<file path="config.mk">
export PLATFORM = sky130hd
export DESIGN_NAME = bcd2bin
export DESIGN_NICKNAME = d
export VERILOG_FILES = /design/src/rtl/bcd2bin.sv
export SDC_FILE = /design/constraint.sdc
export NUM_CORES = 1
export LEC_CHECK = 0
export BUFFER_PORTS_ARGS = -buffer_cell sky130_fd_sc_hd__buf_2
export CELL_PAD_IN_SITES_DETAIL_PLACEMENT = 0
export CELL_PAD_IN_SITES_GLOBAL_PLACEMENT = 1
export CORE_MARGIN = 2
export CORE_UTILIZATION = 46
export CTS_BUF_LIST = sky130_fd_sc_hd__clkbuf_8
export DETAILED_ROUTE_END_ITERATION = 6
export PLACE_DENSITY_LB_ADDON = 0.1
export SLEW_MARGIN = 20
export SYNTH_ARGS = -nofsm -noshare
export SYNTH_HDL_FRONTEND = slang
export SYNTH_SLANG_ARGS = --single-unit
</file>
<file path="constraint.sdc">
create_clock -name clock -period 1.99 [get_ports clock]
set_input_delay 0.4975 -clock clock [delete_from_list [all_inputs] [get_ports clock]]
set_output_delay 0.4975 -clock clock [all_outputs]
set_load 0.05 [all_outputs]
</file>
<file path="src/rtl/bcd2bin.sv">
// bcd2bin: sequential BCD-to-binary converter using reverse double-dabble, one shift per clock.
// Define BCD2BIN_ERRO_EN to add the erro output flagging invalid input digits.
module bcd2bin #(
    parameter int W = 7,
    parameter int N = 8
) (
    input  logic         clock,
    input  logic         reset,
    input  logic         start,
    input  logic [N-1:0] bcd,
    output logic [W-1:0] binary,
`ifdef BCD2BIN_ERRO_EN
    output logic         erro,
`endif
    output logic         pronto
);
    localparam int D  = N / 4;
    localparam int CW = $clog2(W + 1);

    typedef enum logic [1:0] {INICIAL, DESLOCA, FIM} state_t;

    state_t          state_q, state_d;
    logic [N-1:0]    bcd_q, bcd_d;
    logic [W-1:0]    bin_q, bin_d;
    logic [CW-1:0]   cnt_q, cnt_d;
    logic [W-1:0]    binary_q, binary_d;
    logic [N+W-1:0]  sh;
    logic [N-1:0]    adj;
    logic            err;

    assign sh = {bcd_q, bin_q} >> 1;

    // Digits that reach 8 after the shift had a borrowed 10 that must become 5.
    always_comb begin
        adj = sh[N+W-1:W];
        for (int i = 0; i < D; i++)
            adj[4*i +: 4] = sh[W+4*i +: 4] >= 4'd8 ? sh[W+4*i +: 4] - 4'd3 : sh[W+4*i +: 4];
    end

`ifdef BCD2BIN_ERRO_EN
    logic erro_q, bad;
    always_comb begin
        bad = 1'b0;
        for (int i = 0; i < D; i++)
            bad = bad | (bcd[4*i +: 4] > 4'd9);
    end
    always_ff @(posedge clock or posedge reset)
        if (reset) erro_q <= 1'b0;
        else if (state_q == INICIAL && start) erro_q <= bad;
    assign err  = erro_q;
    assign erro = erro_q;
`else
    assign err = 1'b0;
`endif

    always_ff @(posedge clock or posedge reset) begin
        if (reset) begin
            state_q  <= INICIAL;
            bcd_q    <= '0;
            bin_q    <= '0;
            cnt_q    <= '0;
            binary_q <= '0;
        end else begin
            state_q  <= state_d;
            bcd_q    <= bcd_d;
            bin_q    <= bin_d;
            cnt_q    <= cnt_d;
            binary_q <= binary_d;
        end
    end

    always_comb begin
        state_d  = state_q;
        bcd_d    = bcd_q;
        bin_d    = bin_q;
        cnt_d    = cnt_q;
        binary_d = binary_q;
        case (state_q)
            INICIAL: if (start) begin
                bcd_d   = bcd;
                bin_d   = '0;
                cnt_d   = '0;
                state_d = DESLOCA;
            end
            DESLOCA: if (cnt_q == CW'(W)) begin
                state_d  = FIM;
                binary_d = err ? '0 : bin_q;
            end else begin
                bcd_d = adj;
                bin_d = sh[W-1:0];
                cnt_d = cnt_q + CW'(1);
            end
            FIM:     state_d = INICIAL;
            default: state_d = INICIAL;
        endcase
    end

    always_comb begin
        pronto = state_q == FIM;
        binary = binary_q;
    end
endmodule

</file>
==> flow_summary.ini <==
[outcome]
status = completed

[detailed_routing]
drt-initial-drc-count = 6
routed-wl-met2_um = 808
ant_nets = 0
routedWlPerCell_um = 13.1
wl_met3_um = 83
met1_length_um = 1080
top_layer_used = met4
route.detailed.drc = 0
viasPerCell = 5.19
drt_first_pass_iters = 4
num_vias = 794
wl_um = 2010

[critical_path]
crit_start = cnt_q[0]
cp_top_family = compound AO/OA/AOI/OAI gates
crit_end = bcd_q[2]
critical_path_depth = 7
crit_buf_inv = 1
cp_data_required_time_ns = 2.20
crit_chain = ha_1, ha_1, nand2b_1, a21o_1, buf_4, a211o_1, o21ai_1
critical_path_class = flip-flop to flip-flop
slowest_delay_ns = 0.41
r2r-end = bcd_q[2]
crit_path_frequent_cell = ha_1
critPathCaptureType = flip-flop
ff2ff_path_depth = 7
reg2reg_slack_ns = 0.27
critPathSlowestCell = dfrtp_1
r2r_start = cnt_q[0]
arrival_ns = 1.93
worstSetupStartpointType = flip-flop
crit_fanout = 10

[synth]
yosysTopAreaCell = dfrtp_1
synthAdderAreaFrac = 0.0415
synth_area_per_cell_um2 = 12.0
synth_top_family_by_area = compound AO/OA/AOI/OAI gates
ys_seq_area_frac = 0.561
synthesis.area_um2 = 1200
ys.flop_type = dfrtp_1
synth_edf_count = 0
ys_warn_count = 0
synthDominantCellAreaShare = 0.561
yosys.area_share.simple = 0.0903
synth_xor_area_frac = 0.0145
ys_top_cells_by_count = dfrtp_1 (27), a22o_1 (9), nand2_1 (8), inv_1 (7), mux2_2 (7)
synth_fp_nets = 115
synthArstFlopShare = 1.00
syn_inst = 100
muxShareOfSynthArea = 0.103
synth-compound-area-share = 0.148
synth_seq_cells = 27
yosysMostFrequentCell = dfrtp_1
synth_area_leaders = dfrtp_1 (56%), a22o_1 (6.5%), mux2_2 (6.5%)
synth_cell_types = 27

[clocking]
clockBufferDepth = 2
cts_root_buf = clkbuf_8
holdBufCountCts = 0
clock-sinks = 27
cts_tree = done
path_clk_slew_ns = 0.09
cts-resized-gates = 0
cts_buffers = 3
htree_levels = 1
postCtsSetupBuffers = 0
clk_latency_ns = 0.27

[floorplanning]
io_pins = 19
initial_core_util = 0.486
fp.dieW_um = 55.2
die_h_um = 55.2
core_um2 = 2480
row_count = 18
die-area_um2 = 3040

[cells_and_area]
design_area_um2 = 1390
n_antenna_cell = 0
area_delta_synth_final_pct = 15.2
nNetsFinal = 139
drive_gt1_frac = 0.309

[sta]
fin_worst_skew_ns = 0.00257
min_period_ns = 1.72
max_slew_margin = 0.679
fin_crit_sh = 0.864
drv_slew = 0
clock.fmax_mhz = 582
setup_viol = 0
tightestPinTransition_ns = 0.481
hold_violations = 0
rsz0062_at_grt = no
fin_tns_setup_ns = 0

[global_route]
grt_remaining_overflow = 0
grt_pass1_vias = 710
grt_antenna_before_repair = 0
grt_max_degree = 28
grt_pass1_wl_um = 3310
grtUsageTotal = 0.162

[place]
io_buffers = 18
dp_hpwl_um = 1410
place_congestion = 0.759
dpl_cell_area_um2 = 1340

[pwr]
vdd_drop_max_v = 0.000991
p_leak_nw = 0.708
p_per_area_nw_per_um2 = 1700

[worst_hold_path]
hold_path.class = primary input to asynchronous set/reset pin

[job]
maxCapViolations = 0
==> layer usage <==
layer / GRT usage / vias to the layer above
li1: - / 392
met1: 0.239 / 383
met2: 0.220 / 15
met3: 0.0376 / 4
met4: 0.0854 / 0
met5: 0 / -
==> cell usage in the layout (no fill, tap or decap) <==
master      synthesis  routed
nor2_4              1       1
mux2_4              1       1
nand2_2             1       1
a21o_1              1       1
and2b_1             1       1
a31oi_1             1       1
nand2b_4            1       1
buf_2               1      18
o22a_1              1       1
and2b_2             1       1
dfrtp_1            27      27
nor2_1              5       5
nand2_1             8       8
clkinvlp_4          0       1
a21oi_1             5       5
buf_4               1       4
mux2i_1             3       3
a211o_1             1       1
o21ai_1             6       6
o31ai_1             1       1
inv_1               7       7
ha_1                4       4
xnor2_1             2       2
mux2_2              7       7
o22ai_1             1       1
nand2b_1            2       2
clkbuf_8            0       3
a22o_1              9       9
==> area by class of cell <==
type	instances	area (um^2)
Clock buffer	3	41.3
Clock inverter	1	7.51
Fill cell	233	1090
Inverter	7	26.3
Multi-Input combinational cell	63	479
Sequential cell	27	676
Tap cell	30	37.5
Timing Repair Buffer	22	120
==> worst reg2reg max path: cells and delay by family (launching register included) <==
| kind | cells | cell delay, ns |
|---|---|---|
| fa+ha+maj | 2 | 0.39 |
| compound gates | 3 | 0.51 |
| flops | 1 | 0.41 |
| simple gates | 1 | 0.15 |
| buf+inv | 1 | 0.19 |
==> logic make-up (layout without fill, tap and decap cells) <==
logic type / count (synthesis) / in the layout
mux: 11 / 11
xor+xnor: 2 / 2
compound gates: 26 / 26
flops: 27 / 27
fa+ha+maj: 4 / 4
simple gates: 20 / 20
buf+inv: 10 / 33
==> per-stage QoR <==
stage / instances / hold slack [ns] / util / power (mW) / setup WS (ns)
global placement: 149 / 0.482 / 0.540 / 2.06 / 0.320
CTS: 153 / 0.271 / 0.560 / 2.39 / 0.251
detailed placement: 149 / 0.483 / 0.540 / 2.07 / 0.279
floorplan: 100 / 0.455 / - / 1.84 / 0.320
global route: 153 / 0.291 / 0.560 / 2.56 / 0.142
finish: 153 / 0.264 / 0.560 / 2.36 / 0.271
==> registers in the layout, indices dropped and copies added (netlist names) <==
register and cells:
bcd_q 8, bin_q 7, binary 7, cnt_q 3, state_q 2
==> worst min path at each step <==
stage,endpoint,slack (ns),cells after the start,startpoint
global placement,bcd_q[0],0.48,2,bcd_q[0]
detailed placement,bcd_q[5],0.48,2,bcd_q[5]
global route,bcd_q[1],0.29,3,reset
finish,bcd_q[7],0.26,3,reset
floorplan,bcd_q[5],0.45,2,bcd_q[5]
CTS,bin_q[5],0.27,3,reset
==> report_power, final <==
part / leakage, nW / total, mW / internal [mW] / switching, mW
clock network: 0.0217 / 0.319 / 0.142 / 0.177
registers: 0.346 / 0.925 / 0.771 / 0.154
logic: 0.341 / 1.12 / 0.472 / 0.645
total: 0.708 / 2.36 / 1.39 / 0.976
Power figures use the tool's default switching activity.
